`src/rtl/lsu_bus_ctrl.sv`:
```
// Load/store bus controller: grant/rvalid bus sequencing, byte enables, stall.
// Optional bus watchdog enabled by defining LSU_TIMEOUT_EN.
module lsu_bus_ctrl #(
    parameter int unsigned TIMEOUT_CYCLES = 255
) (
    input  logic        clk_i,
    input  logic        rst_ni,
    input  logic        req_i,
    input  logic        we_i,
    input  logic [2:0]  funct3_i,
    input  logic [31:0] addr_i,
    input  logic [31:0] wdata_i,
    output logic        stall_o,
    output logic        done_o,
    output logic [31:0] rdata_o,
    output logic [1:0]  offset_o,
    output logic [2:0]  funct3_o,
    output logic        misalign_o,
    output logic        bus_err_o,
    output logic        mem_req_o,
    output logic        mem_we_o,
    output logic [31:0] mem_addr_o,
    output logic [3:0]  mem_be_o,
    output logic [31:0] mem_wdata_o,
    input  logic        mem_gnt_i,
    input  logic        mem_rvalid_i,
    input  logic [31:0] mem_rdata_i,
    input  logic        mem_err_i
);

    typedef enum logic [1:0] {IDLE, REQ, WAIT, DONE} state_t;

    state_t      state_q, state_d;
    logic        we_q;
    logic        legal, misal;
    logic        mis_set, err_set;
    logic        timeout;
    logic [3:0]  be_d;
    logic [31:0] wdata_d;

    always_comb begin
        legal = 1'b0;
        unique case (1'b1)
            we_i:    legal = (funct3_i == 3'b000) || (funct3_i == 3'b001) ||
                             (funct3_i == 3'b010);
            default: legal = (funct3_i == 3'b000) || (funct3_i == 3'b001) ||
                             (funct3_i == 3'b010) || (funct3_i == 3'b100) ||
                             (funct3_i == 3'b101);
        endcase
        misal = ((funct3_i[1:0] == 2'b01) && addr_i[0]) ||
                ((funct3_i[1:0] == 2'b10) && (addr_i[1:0] != 2'b00));
    end

    always_comb begin
        be_d    = 4'b1111;
        wdata_d = wdata_i;
        if (we_i) begin
            case (funct3_i[1:0])
                2'b00: begin
                    be_d    = 4'b0001 << addr_i[1:0];
                    wdata_d = {4{wdata_i[7:0]}};
                end
                2'b01: begin
                    be_d    = 4'b0011 << addr_i[1:0];
                    wdata_d = {2{wdata_i[15:0]}};
                end
                default: begin
                    be_d    = 4'b1111;
                    wdata_d = wdata_i;
                end
            endcase
        end
    end

`ifdef LSU_TIMEOUT_EN
    localparam int CW = ($clog2(TIMEOUT_CYCLES + 1) > 8) ?
                        $clog2(TIMEOUT_CYCLES + 1) : 8;
    logic [CW-1:0] cnt_q;

    // Counter value k means the (k+1)-th cycle spent in REQ/WAIT.
    assign timeout = ((state_q == REQ) || (state_q == WAIT)) &&
                     (cnt_q == CW'(TIMEOUT_CYCLES - 1));

    always_ff @(posedge clk_i or negedge rst_ni) begin
        if (!rst_ni) begin
            cnt_q <= '0;
        end else if ((state_d == REQ) && (state_q != REQ)) begin
            cnt_q <= '0;
        end else if ((state_q == REQ) || (state_q == WAIT)) begin
            cnt_q <= cnt_q + 1'b1;
        end
    end
`else
    assign timeout = 1'b0;
`endif

    always_comb begin
        state_d = state_q;
        mis_set = 1'b0;
        err_set = 1'b0;
        unique case (state_q)
            IDLE: begin
                if (req_i) begin
                    if (!legal) begin
                        state_d = DONE;
                        err_set = 1'b1;
                    end else if (misal) begin
                        state_d = DONE;
                        mis_set = 1'b1;
                    end else begin
                        state_d = REQ;
                    end
                end
            end
            REQ: begin
                if (mem_gnt_i) begin
                    state_d = WAIT;
                end else if (timeout) begin
                    state_d = DONE;
                    err_set = 1'b1;
                end
            end
            WAIT: begin
                // A response in the timeout cycle takes priority.
                if (mem_rvalid_i) begin
                    state_d = DONE;
                    err_set = mem_err_i;
                end else if (timeout) begin
                    state_d = DONE;
                    err_set = 1'b1;
                end
            end
            DONE:    state_d = IDLE;
            default: state_d = IDLE;
        endcase
    end

    always_ff @(posedge clk_i or negedge rst_ni) begin
        if (!rst_ni) begin
            state_q <= IDLE;
        end else begin
            state_q <= state_d;
        end
    end

    always_ff @(posedge clk_i or negedge rst_ni) begin
        if (!rst_ni) begin
            we_q        <= 1'b0;
            offset_o    <= '0;
            funct3_o    <= '0;
            rdata_o     <= '0;
            misalign_o  <= 1'b0;
            bus_err_o   <= 1'b0;
            mem_req_o   <= 1'b0;
            mem_we_o    <= 1'b0;
            mem_addr_o  <= '0;
            mem_be_o    <= '0;
            mem_wdata_o <= '0;
        end else begin
            misalign_o <= mis_set;
            bus_err_o  <= err_set;
            mem_req_o  <= (state_d == REQ);
            if ((state_q == IDLE) && req_i) begin
                we_q        <= we_i;
                offset_o    <= addr_i[1:0];
                funct3_o    <= funct3_i;
                mem_we_o    <= we_i;
                mem_addr_o  <= {addr_i[31:2], 2'b00};
                mem_be_o    <= be_d;
                mem_wdata_o <= wdata_d;
            end
            if ((state_q == WAIT) && mem_rvalid_i && !we_q) begin
                rdata_o <= mem_rdata_i;
            end
        end
    end

    assign done_o  = (state_q == DONE);
    assign stall_o = req_i && (state_q != DONE);

endmodule
```
`config.mk`:
```
export PLATFORM = sky130hd
export DESIGN_NAME = lsu_bus_ctrl
export DESIGN_NICKNAME = d
export VERILOG_FILES = /design/src/rtl/lsu_bus_ctrl.sv
export SDC_FILE = /design/constraint.sdc
export NUM_CORES = 1
export LEC_CHECK = 0
export ABC_CLOCK_PERIOD_IN_PS = 1800
export CORE_MARGIN = 2
export CORE_UTILIZATION = 41
export CTS_BUF_LIST = sky130_fd_sc_hd__clkbuf_16
export CTS_CLUSTER_DIAMETER = 100
export DETAILED_ROUTE_END_ITERATION = 7
export PLACE_DENSITY = 0.82
export SLEW_MARGIN = 0
export SYNTH_ARGS = -nofsm -noshare
export SYNTH_HDL_FRONTEND = slang
export SYNTH_SLANG_ARGS = --single-unit
```
`constraint.sdc`:
```
create_clock -name clk_i -period 1.8 [get_ports clk_i]
set_input_delay 0.27 -clock clk_i [delete_from_list [all_inputs] [get_ports clk_i]]
set_output_delay 0.27 -clock clk_i [all_outputs]
set_load 0.005 [all_outputs]
```
==> impl_metrics.csv <==
group,metric,value,unit
run_status,outcome,"finished, final reports clean",
timing,hold_viol,0,
critical_path,worst_ep_arrival_time,1870,ps
critical_path,r2r_start,"state_q[1]",
floorplan,dieArea,0.0119,mm2
placed_design,dp_worst_setup_slack,-13.5,ps
route,top_layer_used,"met4",
route,avgViaCountPerCell,4.82,
cells_and_area,num_antenna_cells,0,
floorplan,core_area,0.0108,mm2
power,power_leakage,3.21,nW
synth,synth-main-ff-cell,"dfrtp_1",
floorplan,io_pins,217,
route,drt-initial-drc-count,173,
route,drc,0,
critical_path,reg2reg_to,"state_q[1]",
global_routing,grt_max_degree,55,
clock_network,clk_pin_slew_worst_paths,70,ps
placed_design,portBuffers,214,
timing,finClkSkew,10.8,ps
global_routing,grt_pass1_wl,19400,um
route,wl_per_cell,15.6,um
global_routing,antenna_found_initial,0,
route,wirelength_met1,5070,um
critical_path,worstSetupStartpointType,"register",
power,intPower,7.61,mW
synth,seq_area_frac_synth,60.1,%
floorplan,die_h,109,um
synth,synth_area,0.00454,mm2
power,pwr-share-comb,44.2,%
global_routing,overflow,0,
cells_and_area,syn_to_final_growth,59.3,%
power,peakVddDrop,0.826,mV
cells_and_area,final_area,0.00723,mm2
timing,drv_slew,0,
power,p_seq_share,38.9,%
clock_network,clk_path_buf_depth,2,
route,route.met3.wl,1050,um
timing,rsz0062_at_grt,"no",
clock_network,cts_sinks,109,
synth,synthArstFlopShare,100,%
global_routing,track_usage,20.9,%
critical_path,endpoint_kind,"register",
floorplan,die_width,109,um
synth,synth_cell_type_count,32,
route,dr_total_vias,3883,
clock_network,cts_tree,"built",
route,wl,12500,um
clock_network,cts-root-buf,"clkbuf_16",
synth,synth_cells,439,
timing,setup_viol,0,
clock_network,cts_buffers,9,
placed_design,dp_hpwl,9530,um
global_routing,grt_pass1_vias,3909,
synth,synth_seq_cells,109,
min_path,hp-class,"in -> async",
critical_path,critical_path_required,2030,ps
synth,synth.avg_cell_area,10.3,um2
power,power.switching,3.41,mW
cells_and_area,layout-drive-gt1-share,7.52,%
critical_path,rrSetupSlack,160,ps
floorplan,placementRows,38,
route,route.met2.wl,6190,um
route,postRouteAntennaNets,0,
placed_design,place_area,0.00692,mm2
power,clockPowerShare,16.9,%
placed_design,gp_congestion,0.794,
timing,period_needed,1640,ps
timing,fin_ws,159,ps
power,swShare,30.9,%
critical_path,crit_type,"reg -> reg",
synth,synth_edf_count,0,
route,drt_first_pass_iters,4,
synth,ys_warn_count,0,
timing,max_freq,609,MHz
floorplan,initial_utilization,41.9,%
critical_path,rr_worst_depth,4,
critical_path,crit_fanout,34,
timing,post-route-period-util,91.2,%
clock_network,clk_latency,330,ps
power,power_density,1520,mW/mm2
job,max_cap_viol_count,0,
cells_and_area,num-nets-final,766,
clock_network,cts_max_level,3,
## timing repair
item,CTS,global route
hold endpoints to repair,11,0
setup endpoints to repair,2,0
gates resized for setup,3,0
buffers inserted,2,0
hold buffers,1,0
## Yosys cell counts, drive strengths merged, types with 2 or more instances
master,number,area [um2]
a211oi,8,60.1
a21oi,3,15.0
a31oi,11,68.8
buf,28,196
dfrtp,109,2730
mux2,33,372
nand2,165,619
nand2b,2,12.5
nor2,14,60.1
nor2b,13,81.3
o21ai,37,185
## worst max-delay path: stages (launching register included)
cell and delay (ps):
dfrtp_2 410, buf_4 170, or3b_2 510, buf_12 190, o31ai_2 250
## worst max path at each step
| stage | end | slack (ps) | from | depth (start not counted) |
|---|---|---|---|---|
| after floorplan | rdata_o[10] | 440 | state_q[0] | 4 |
| after global placement | bus_err_o | -10 | req_i | 4 |
| after detailed placement | bus_err_o | -10 | req_i | 4 |
| after CTS | bus_err_o | 160 | state_q[1] | 4 |
| after global routing | state_q[1] | 90 | state_q[1] | 4 |
| final | state_q[1] | 160 | state_q[1] | 4 |
## power by group through the flow
stage / combinational [mW] / sequential, mW / clock [mW]
after floorplan: 1.65 / 4.37 / 0
after global placement: 4.71 / 4.30 / 0
after detailed placement: 4.85 / 4.37 / 0
after CTS: 4.95 / 4.30 / 1.92
after global routing: 5.36 / 4.43 / 2.00
final: 4.87 / 4.29 / 1.86
## layout make-up
type / count / area, um2
clock buffer: 9 / 225
clock inverter: 7 / 58.8
fill: 842 / 3610
inverter: 1 / 3.75
multi-input combinational: 301 / 1620
sequential: 109 / 2730
tap: 140 / 175
timing repair buffer: 238 / 2420
## cells in the final DEF (no fill, tap or decap), types with 2 or more instances in the layout
cell / instances
dfrtp_2: 2
clkinv_4: 3
inv_6: 2
clkbuf_16: 9
inv_1: 2
conb_1: 2
o21ai_0: 26
a21oi_1: 3
mux2_1: 30
buf_4: 16
o21ai_1: 11
buf_12: 8
nor2b_1: 13
dfrtp_1: 107
nand2_1: 165
nand2b_1: 2
a31oi_1: 11
a211oi_1: 8
clkdlybuf4s50_1: 212
mux2_2: 3
nor2_1: 13
## registers in the layout, indices dropped and copies added, names as in the netlist
name         cells
mem_be_o         4
misalign_o       1
mem_addr_o      30
offset_o         2
mem_wdata_o     32
we_q             1
funct3_o         3
bus_err_o        1
rdata_o         32
mem_req_o        1
state_q          2
## logic make-up (layout without fill, tap and decap cells)
group,Yosys count,after routing,share of synthesized area [%]
AOI/OAI and AO/OA,67,67,8.93
buffers and inverters,30,255,4.49
DFF,109,109,60.1
muxes,33,33,8.19
other,1,2,0.0826
and+or+nand+nor,199,199,18.2
## per-layer routing
| metal | GRT usage (%) | vias to the layer above |
|---|---|---|
| met1 | 25.5 | 1818 |
| met4 | 6.06 | 0 |
| met2 | 36.7 | 164 |
| li1 | - | 1884 |
| met3 | 5.08 | 17 |
| met5 | 0 | - |
## through the flow
step	utilization, %	hold WS (ps)	instances	total power, mW	TNS [ps]
2_1_floorplan	-	-25.6	440	6.02	0
3_3_place_gp	63.9	131	786	9.00	-14.7
3_5_place_dp	63.9	133	786	9.22	-15.5
4_1_cts	66.7	321	805	11.2	0
5_1_grt	66.7	355	805	11.8	0
6_report	66.7	355	805	11.0	0
(Power assumes the default switching activity.)
